==> src/rtl/pencoder_pkg.sv <==
// Shared constants, state type and width helper for the pencoder_rr arbiter.
// Optional contention statistics are enabled with the PENC_STATS_EN macro.
package pencoder_pkg;

    localparam logic MODE_FIXED = 1'b0;
    localparam logic MODE_RR    = 1'b1;
    localparam int   CNT_W      = 16;

    typedef enum logic {
        ST_EMPTY = 1'b0,
        ST_FULL  = 1'b1
    } out_state_t;

    // ceil(log2(n)) for n >= 2
    function automatic int clog2(input int n);
        int r;
        r = 0;
        for (int i = 0; i < 31; i++) begin
            r = r + (((32'sd1 << i) < n) ? 32'sd1 : 32'sd0);
        end
        return r;
    endfunction

endpackage

==> src/rtl/pencoder_core.sv <==
// Combinational circular search: first set request at start, start-1, ... (mod N).
module pencoder_core
    import pencoder_pkg::*;
#(
    parameter int N = 8,
    localparam int W = clog2(N)
) (
    input  logic [N-1:0] req,
    input  logic [W-1:0] start,
    output logic [W-1:0] idx,
    output logic         found
);

    // Scan offsets from farthest to nearest so the nearest hit overwrites the rest.
    always_comb begin
        int pos;
        idx   = '0;
        found = 1'b0;
        pos   = 0;
        for (int off = N - 1; off >= 0; off--) begin
            pos   = (int'(start) + N - off) % N;
            idx   = req[W'(pos)] ? W'(pos) : idx;
            found = found | req[W'(pos)];
        end
    end

endmodule

==> src/rtl/pencoder_rr.sv <==
// N-input fixed/round-robin arbiter with a registered valid/ready output stage.
// Define PENC_STATS_EN to add the saturating contention_cnt output.
module pencoder_rr
    import pencoder_pkg::*;
#(
    parameter int N = 8,
    localparam int W = clog2(N)
) (
    input  logic         clk,
    input  logic         rst,
    input  logic [N-1:0] req,
    input  logic         mode,
    input  logic         out_ready,
    output logic         out_valid,
    output logic [W-1:0] y,
    output logic [N-1:0] grant,
    output logic         any
`ifdef PENC_STATS_EN
    ,
    output logic [CNT_W-1:0] contention_cnt
`endif
);

    localparam logic [N-1:0] GRANT_ONE = {{(N-1){1'b0}}, 1'b1};
    localparam logic [W-1:0] IDX_TOP   = W'(N - 1);

    out_state_t     r_state;
    out_state_t     w_state_nxt;
    logic [W-1:0]   r_y;
    logic [N-1:0]   r_grant;
    logic [W-1:0]   r_ptr;

    logic           w_load;
    logic           w_accept;
    logic [W-1:0]   w_ptr_eff;
    logic [W-1:0]   w_start;
    logic [W-1:0]   w_idx;
    logic           w_found;

    assign w_load   = (r_state == ST_EMPTY) || out_ready;
    assign w_accept = (r_state == ST_FULL) && out_ready;

    // An accept in this cycle moves the pointer before the reload search.
    assign w_ptr_eff = w_accept ? r_y : r_ptr;

    // Search start: top index in fixed mode, one below the pointer in RR mode.
    always_comb begin
        w_start = IDX_TOP;
        if (mode == MODE_RR) begin
            if (w_ptr_eff == '0) begin
                w_start = IDX_TOP;
            end else begin
                w_start = w_ptr_eff - W'(1);
            end
        end else begin
            w_start = IDX_TOP;
        end
    end

    pencoder_core #(
        .N (N)
    ) u_core (
        .req   (req),
        .start (w_start),
        .idx   (w_idx),
        .found (w_found)
    );

    // Output stage next state: reload on load, otherwise hold.
    always_comb begin
        w_state_nxt = r_state;
        if (w_load) begin
            if (w_found) begin
                w_state_nxt = ST_FULL;
            end else begin
                w_state_nxt = ST_EMPTY;
            end
        end else begin
            w_state_nxt = r_state;
        end
    end

    // Output registers and round-robin pointer.
    always_ff @(posedge clk) begin
        if (rst) begin
            r_state <= ST_EMPTY;
            r_y     <= '0;
            r_grant <= '0;
            r_ptr   <= '0;
        end else begin
            r_state <= w_state_nxt;
            if (w_accept) begin
                r_ptr <= r_y;
            end
            if (w_load) begin
                r_y     <= w_found ? w_idx : '0;
                r_grant <= w_found ? (GRANT_ONE << w_idx) : '0;
            end
        end
    end

    assign out_valid = (r_state == ST_FULL);
    assign y         = r_y;
    assign grant     = r_grant;
    assign any       = |req;

`ifdef PENC_STATS_EN
    logic             r_multi;
    logic [CNT_W-1:0] r_cnt;

    // Remember whether the loaded result had competitors; count on its accept.
    always_ff @(posedge clk) begin
        if (rst) begin
            r_multi <= 1'b0;
            r_cnt   <= '0;
        end else begin
            if (w_accept && r_multi && (r_cnt != {CNT_W{1'b1}})) begin
                r_cnt <= r_cnt + CNT_W'(1);
            end
            if (w_load) begin
                r_multi <= (req & (req - N'(1))) != '0;
            end
        end
    end

    assign contention_cnt = r_cnt;
`endif

endmodule

==> config.mk <==
export PLATFORM = sky130hd
export DESIGN_NAME = pencoder_rr
export DESIGN_NICKNAME = d
export VERILOG_FILES = /design/src/rtl/pencoder_pkg.sv /design/src/rtl/pencoder_core.sv /design/src/rtl/pencoder_rr.sv
export SDC_FILE = /design/constraint.sdc
export NUM_CORES = 1
export LEC_CHECK = 0
export CAP_MARGIN = 30
export CORE_AREA = 2 2 73 75
export DETAILED_ROUTE_END_ITERATION = 8
export DIE_AREA = 0 0 75 77
export HOLD_SLACK_MARGIN = 0.15
export SYNTH_ARGS = -nofsm -noshare
export SYNTH_HDL_FRONTEND = slang
export SYNTH_SLANG_ARGS = --single-unit
==> constraint.sdc <==
create_clock -name clk -period 8.39 [get_ports clk]
set_input_delay 1.2585 -clock clk [delete_from_list [all_inputs] [get_ports clk]]
set_output_delay 1.2585 -clock clk [all_outputs]
set_load 0.005 [all_outputs]
==> results of run 1 <==
-- through the flow --
stage	std cells	area, µm²	total power, µW	hold WS [ps]	worst slack (ps)
finish	293	1980	327	455	2990
floorplan	208	1700	221	444	3870
CTS	293	1980	327	462	3000
detailed placement	289	1930	267	442	2740
global route	293	1980	349	488	2620
global placement	289	1930	269	442	2830
-- area by class of cell --
class / instances / area, µm² / area share
multi-input combinational: 175 / 1280 / 0.648
sequential: 15 / 300 / 0.152
timing repair buffer: 25 / 248 / 0.125
tap: 70 / 87.6 / 0.0442
clock buffer: 3 / 41.3 / 0.0209
inverter: 4 / 15.0 / 0.00759
clock inverter: 1 / 5.00 / 0.00253
-- cell usage after synthesis, drive strengths merged (4+ instances only) --
cell,n
mux2i,18
o211ai,7
dfxtp,15
and3,5
nor2,9
nand2b,6
o31ai,5
and2,7
a221oi,4
nor2b,6
nand2,26
buf,11
mux2,4
o21ai,7
o41ai,5
nand3,4
a21oi,13
-- registers in the layout (all words and copies together), names as in the netlist --
name	flops
y	3
r_ptr	3
grant	8
out_valid	1
-- cell families (layout without fill, tap and decap cells) --
group                    after synthesis  count (layout)
adder cells (fa/ha/maj)                3               3
multiplexers                          23              23
AO/OA/AOI/OAI                         71              71
flip-flops                            15              15
buffers and inverters                 18              33
AND/OR/NAND/NOR                       73              73
XOR/XNOR                               5               5
-- tightest hold or removal path, delay by kind of cell (launching register included) --
kind | cells | cell delay, ps
and+or+nand+nor | 1 | 50
AOI/OAI and AO/OA | 1 | 50
DFF | 1 | 330
-- placed cells by master (no fill, tap or decap), types with 4 or more instances in the layout --
cell	instances
clkdlybuf4s50_1	24
o31ai_1	5
nand3_1	4
and3_1	4
o21ai_1	4
a21oi_1	13
o41ai_1	5
mux2i_1	17
o211ai_1	7
nor2_1	9
nand2_1	26
nor2b_1	6
nand2b_1	6
and2_1	4
dfxtp_1	15
-- power by group through the flow --
| stage | registers [µW] | logic [µW] | clock network (µW) |
|---|---|---|---|
| floorplan | 89.4 | 132 | 0 |
| global placement | 91.0 | 178 | 0 |
| detailed placement | 90.9 | 176 | 0 |
| CTS | 89.8 | 178 | 59.4 |
| global route | 91.0 | 197 | 61.7 |
| finish | 89.9 | 178 | 58.7 |
-- worst max path at each step --
| stage | startpoint | to | slack [ps] | cells after the start |
|---|---|---|---|---|
| floorplan | out_ready | grant[5]$_SDFFE_PP0P_ | 3870 | 14 |
| global placement | mode | grant[5]$_SDFFE_PP0P_ | 2830 | 14 |
| detailed placement | mode | grant[5]$_SDFFE_PP0P_ | 2740 | 14 |
| CTS | mode | grant[7]$_SDFFE_PP0P_ | 3000 | 14 |
| global route | mode | grant[5]$_SDFFE_PP0P_ | 2620 | 14 |
| finish | mode | grant[7]$_SDFFE_PP0P_ | 2990 | 14 |
-- per-layer routing --
layer,vias up,GRT usage,wire [µm]
met5,-,0,0
met3,6,0.0118,185
met4,0,0.0500,59
li1,822,-,-
met2,42,0.249,2050
met1,762,0.246,2180
==> impl_metrics.env, run 1 <==
export IMPL_dp_hpwl_um=3470
export IMPL_cts_tree="built"
export IMPL_syn_num_nets=223
export IMPL_async_flop_share=0
export IMPL_hold_depth=2
export IMPL_synthAdderAreaFrac=0.0220
export IMPL_regToRegSetupSlack_ps=4180
export IMPL_start_kind="input port"
export IMPL_start_util=0.342
export IMPL_crit_required_ps=8540
export IMPL_drive_above_1_share=0.0942
export IMPL_slew_headroom=0.573
export IMPL_p_sw_frac=0.405
export IMPL_rsz0062_at_grt="false"
export IMPL_path_delay_family="compound AO/OA/AOI/OAI gates"
export IMPL_switchingPower_uw=133
export IMPL_reg2reg_depth=13
export IMPL_cts_setup_buffers=0
export IMPL_grt_antenna_before_repair=0
export IMPL_crit_chain="clkdlybuf4s50_1 -> a21boi_0 -> a22oi_1 -> buf_4 -> clkinv_1 -> ha_1 -> nand2_1 -> a221oi_2 -> o21ai_1 -> a31o_1 -> a2111oi_2 -> o21a_1 -> mux2_4 -> o41ai_1"
export IMPL_fmaxAchievable_mhz=185
export IMPL_power_density_mw_per_mm2=165
export IMPL_dr_total_vias=1632
export IMPL_crit_path_end_kind="flop"
export IMPL_clk_pin_slew_ps=70
export IMPL_top_level_ports=25
export IMPL_synth_top_family_by_area="compound AO/OA/AOI/OAI gates"
export IMPL_cp_arrival_ps=5550
export IMPL_utilization=0.398
export IMPL_regToRegEndpoint="grant[7]$_SDFFE_PP0P_"
export IMPL_synth_compound_area_frac=0.325
export IMPL_combPwrFrac=0.545
export IMPL_worstSetupPathType="in2reg"
export IMPL_cts_htree_levels=1
export IMPL_finalHoldViolations=0
export IMPL_routedWlPerCell_um=15.3
export IMPL_ys_ff_latch=15
export IMPL_clock_skew_ps=9.20
export IMPL_cts_buffers=3
export IMPL_min_delay_start="grant[0]$_SDFFE_PP0P_"
export IMPL_hp_class="reg2reg"
export IMPL_layout_min_cycle_time_ps=5400
export IMPL_io_buffers=24
export IMPL_synth_mux_area_fraction=0.155
export IMPL_cts_resized=0
export IMPL_die_area_mm2=0.00578
export IMPL_clock_sinks=15
export IMPL_yosys_warnings=0
export IMPL_cap_violations=0
export IMPL_netlist_area_mm2=0.00170
export IMPL_drc=0
export IMPL_coreArea_mm2=0.00498
export IMPL_first_global_vias=1529
export IMPL_fin_setup_tns_ps=0
export IMPL_syn_inst=208
export IMPL_drtPass1Iterations=4
export IMPL_dieHeight_um=77
export IMPL_rr_startpoint="out_valid$_SDFFE_PP0P_"
export IMPL_p_seq_frac=0.275
export IMPL_worst_hold_path_endpoint="grant[0]$_SDFFE_PP0P_"
export IMPL_grt_max_degree=22
export IMPL_overflow=0
export IMPL_worst_slew_pin_slew_ps=640
export IMPL_root_buffer="clkbuf_8"
export IMPL_cp_slowest_cell="ha_1"
export IMPL_n_antenna_cell=0
export IMPL_fin_crit_sh=0.644
export IMPL_synth_seq_area_share=0.176
export IMPL_worst_path_buf_inv=3
export IMPL_internal_power_uw=194
export IMPL_slew_violations=0
export IMPL_clockBufferDepth=2
export IMPL_fill_cells=518
export IMPL_synth_main_ff_cell="dfxtp_1"
export IMPL_cpPeakStageDelay_ps=720
export IMPL_finalNetCount=239
export IMPL_path_max_fanout=21
export IMPL_setup_viol=0
export IMPL_outcome="completed"
export IMPL_grt_pass1_wl_um=7610
export IMPL_power_leakage_uw=0.000704
export IMPL_synth_cell_types=63
export IMPL_ant_nets=0
export IMPL_rows=26
export IMPL_die_w_um=75
export IMPL_vias_per_cell=5.57
export IMPL_peakVddDrop_mv=0.130
export IMPL_syn2layout_area_growth_pct=16.2
export IMPL_yosysTopAreaCellShare=0.176
export IMPL_gp_congestion=0.977
export IMPL_drtIter0Drc=163
export IMPL_synth_enable_flop_cells=0
export IMPL_synth_area_leaders="dfxtp_1 (18%), mux2i_1 (10%), nand2_1 (5.7%)"
export IMPL_yosys_area_share_xor_xnor=0.0301
export IMPL_p_clk_frac=0.180
export IMPL_yosys_area_share_simple=0.220
export IMPL_synth_top_area_cell="dfxtp_1"
export IMPL_grt_util_all_layers=0.165
export IMPL_synth_avg_cell_area_um2=8.19
export IMPL_postCtsHoldBufs=0
export IMPL_insertion_delay_ps=250
export IMPL_wirelength_um=4470
(Power assumes the default switching activity.)
==> inputs of run 2 (changes only) <==
- clock period: 8.39 -> 5.4 ns (I/O delays scaled with it)
==> run 2 against run 1 <==
Effect of this change:
- sequential cell count did not move
- register-to-register slack got worse by 2700 ps
- global-route usage rose by 0.69 points
- non-clock buffer count rose by 4
- combinational power rose by 60%
- via count rose by 3.1%
- first-iteration DRC count rose by 16%
- cell count rose by 1.4%
- critical endpoint unchanged
==> impl_metrics.env, run 2 (same netlist as run 1, synthesis figures left out) <==
export IMPL_outcome="completed"
export IMPL_largest_reg_flops=8
export IMPL_power_density_mw_per_mm2=256
export IMPL_dpl_cell_area_mm2=0.00196
export IMPL_worst_path_buf_inv=1
export IMPL_dr_total_vias=1682
export IMPL_cp_slowest_cell="clkdlybuf4s50_1"
export IMPL_io_buffers=24
export IMPL_finalNetCount=243
export IMPL_path_max_fanout=12
export IMPL_cts_resized=0
export IMPL_insertion_delay_ps=250
export IMPL_drc=0
export IMPL_rows=26
export IMPL_dp_hpwl_um=3550
export IMPL_dieHeight_um=77
export IMPL_peakVddDrop_mv=0.179
export IMPL_fill_cells=514
export IMPL_die_w_um=75
export IMPL_min_delay_start="grant[0]$_SDFFE_PP0P_"
export IMPL_gp_congestion=0.901
export IMPL_crit_chain="clkdlybuf4s50_1 -> and2_4 -> or3_1 -> o31ai_1 -> ha_1 -> and2_1 -> xnor2_2 -> o21ai_1 -> a31o_1 -> a2111oi_2 -> o21a_1 -> mux2_4 -> o41ai_1"
export IMPL_grt_max_degree=18
export IMPL_coreArea_mm2=0.00498
export IMPL_n_antenna_cell=0
export IMPL_drive_above_1_share=0.110
export IMPL_drtPass1Iterations=4
export IMPL_wirelength_um=4680
export IMPL_clock_sinks=15
export IMPL_placed_cells=293
export IMPL_clk_pin_slew_ps=60
export IMPL_power_leakage_uw=0.000725
export IMPL_utilization=0.404
export IMPL_hp_class="reg2reg"
export IMPL_overflow=0
export IMPL_routedWlPerCell_um=15.8
export IMPL_cpPeakStageDelay_ps=550
export IMPL_vias_per_cell=5.66
export IMPL_start_util=0.342
export IMPL_grt_antenna_before_repair=0
export IMPL_clockBufferDepth=2
export IMPL_layout_common_cells="nand2_1 (26), clkdlybuf4s50_1 (24), mux2i_1 (17)"
export IMPL_cts_tree="built"
export IMPL_fin_crit_sh=0.863
export IMPL_cts_buffers=3
export IMPL_stdcell_count=297
export IMPL_grt_util_all_layers=0.172
export IMPL_syn2layout_area_growth_pct=17.9
export IMPL_design_area_mm2=0.00201
export IMPL_finalHoldViolations=0
export IMPL_crit_path_end_kind="flop"
export IMPL_path_delay_family="compound AO/OA/AOI/OAI gates"
export IMPL_crit_required_ps=5540
export IMPL_cts_htree_levels=1
export IMPL_switchingPower_uw=209
export IMPL_worstSetupPathType="in2reg"
export IMPL_die_area_mm2=0.00578
export IMPL_final_common_cell="nand2_1"
export IMPL_slew_violations=0
export IMPL_slew_headroom=0.583
export IMPL_cts_setup_buffers=0
export IMPL_p_sw_frac=0.406
export IMPL_start_kind="input port"
export IMPL_cap_violations=0
export IMPL_root_buffer="clkbuf_8"
export IMPL_p_seq_frac=0.271
export IMPL_ant_nets=0
export IMPL_rsz0062_at_grt="false"
export IMPL_setup_viol=0
export IMPL_crit_start="out_ready"
export IMPL_fmaxAchievable_mhz=215
export IMPL_worst_slew_pin_slew_ps=625
export IMPL_layout_min_cycle_time_ps=4660
export IMPL_postCtsHoldBufs=0
export IMPL_cp_arrival_ps=4800
export IMPL_first_global_vias=1589
export IMPL_clock_skew_ps=5.00
export IMPL_hold_ws_ps=456
export IMPL_rr_startpoint="out_valid$_SDFFE_PP0P_"
export IMPL_top_level_ports=25
export IMPL_drtIter0Drc=189
export IMPL_internal_power_uw=305
export IMPL_p_clk_frac=0.176
export IMPL_grt_pass1_wl_um=7930
export IMPL_fin_setup_tns_ps=0
export IMPL_combPwrFrac=0.553
[run 2: cell types whose count changed in the layout (fill, tap and decap cells not counted)]
cell	delta
buf_4	+4
[run 2: area by class of cell]
| type | instances | area (µm²) | share of cell area |
|---|---|---|---|
| multi-input combinational | 175 | 1280 | 0.638 |
| sequential | 15 | 300 | 0.149 |
| timing repair buffer | 29 | 278 | 0.138 |
| tap | 70 | 87.6 | 0.0436 |
| clock buffer | 3 | 41.3 | 0.0205 |
| inverter | 4 | 15.0 | 0.00747 |
| clock inverter | 1 | 5.00 | 0.00249 |
[run 2: worst paths after layout]
path                      endpoint  slack, ps  cells after the start
max          grant[7]$_SDFFE_PP0P_        740                     13
min          grant[0]$_SDFFE_PP0P_        460                      2
max reg2reg  grant[7]$_SDFFE_PP0P_       1460                     11
min reg2reg  grant[0]$_SDFFE_PP0P_        460                      2
[run 2: power groups by stage]
stage	Sequential [µW]	Combinational, µW	Clock (µW)
4_1_cts	139	282	92.6
5_1_grt	141	316	97.1
3_5_place_dp	141	280	0
2_1_floorplan	139	205	0
6_report	139	285	90.5
3_3_place_gp	142	280	0
[run 2: metal layers]
layer	routed length (µm)	track usage
met1	2190	0.244
met2	2220	0.281
met3	233	0.0105
met4	46	0.0393
met5	0	0
[run 2: metrics by stage]
| step | total power [µW] | worst slack [ps] |
|---|---|---|
| after floorplan | 344 | 1330 |
| after global placement | 422 | 616 |
| after detailed placement | 420 | 468 |
| after CTS | 513 | 742 |
| after global routing | 553 | 424 |
| final | 514 | 739 |
[run 2: tightest hold or removal path: stages, from the launching register on]
cell	delay (ps)
dfxtp_1	330
nand2_1	50
o31ai_1	50
==> inputs of run 3 (changes only) <==
- HOLD_SLACK_MARGIN: 0.15 -> 0.06
==> results of run 3 <==
Final layout, timing and power as in run 2 (identical DEF).
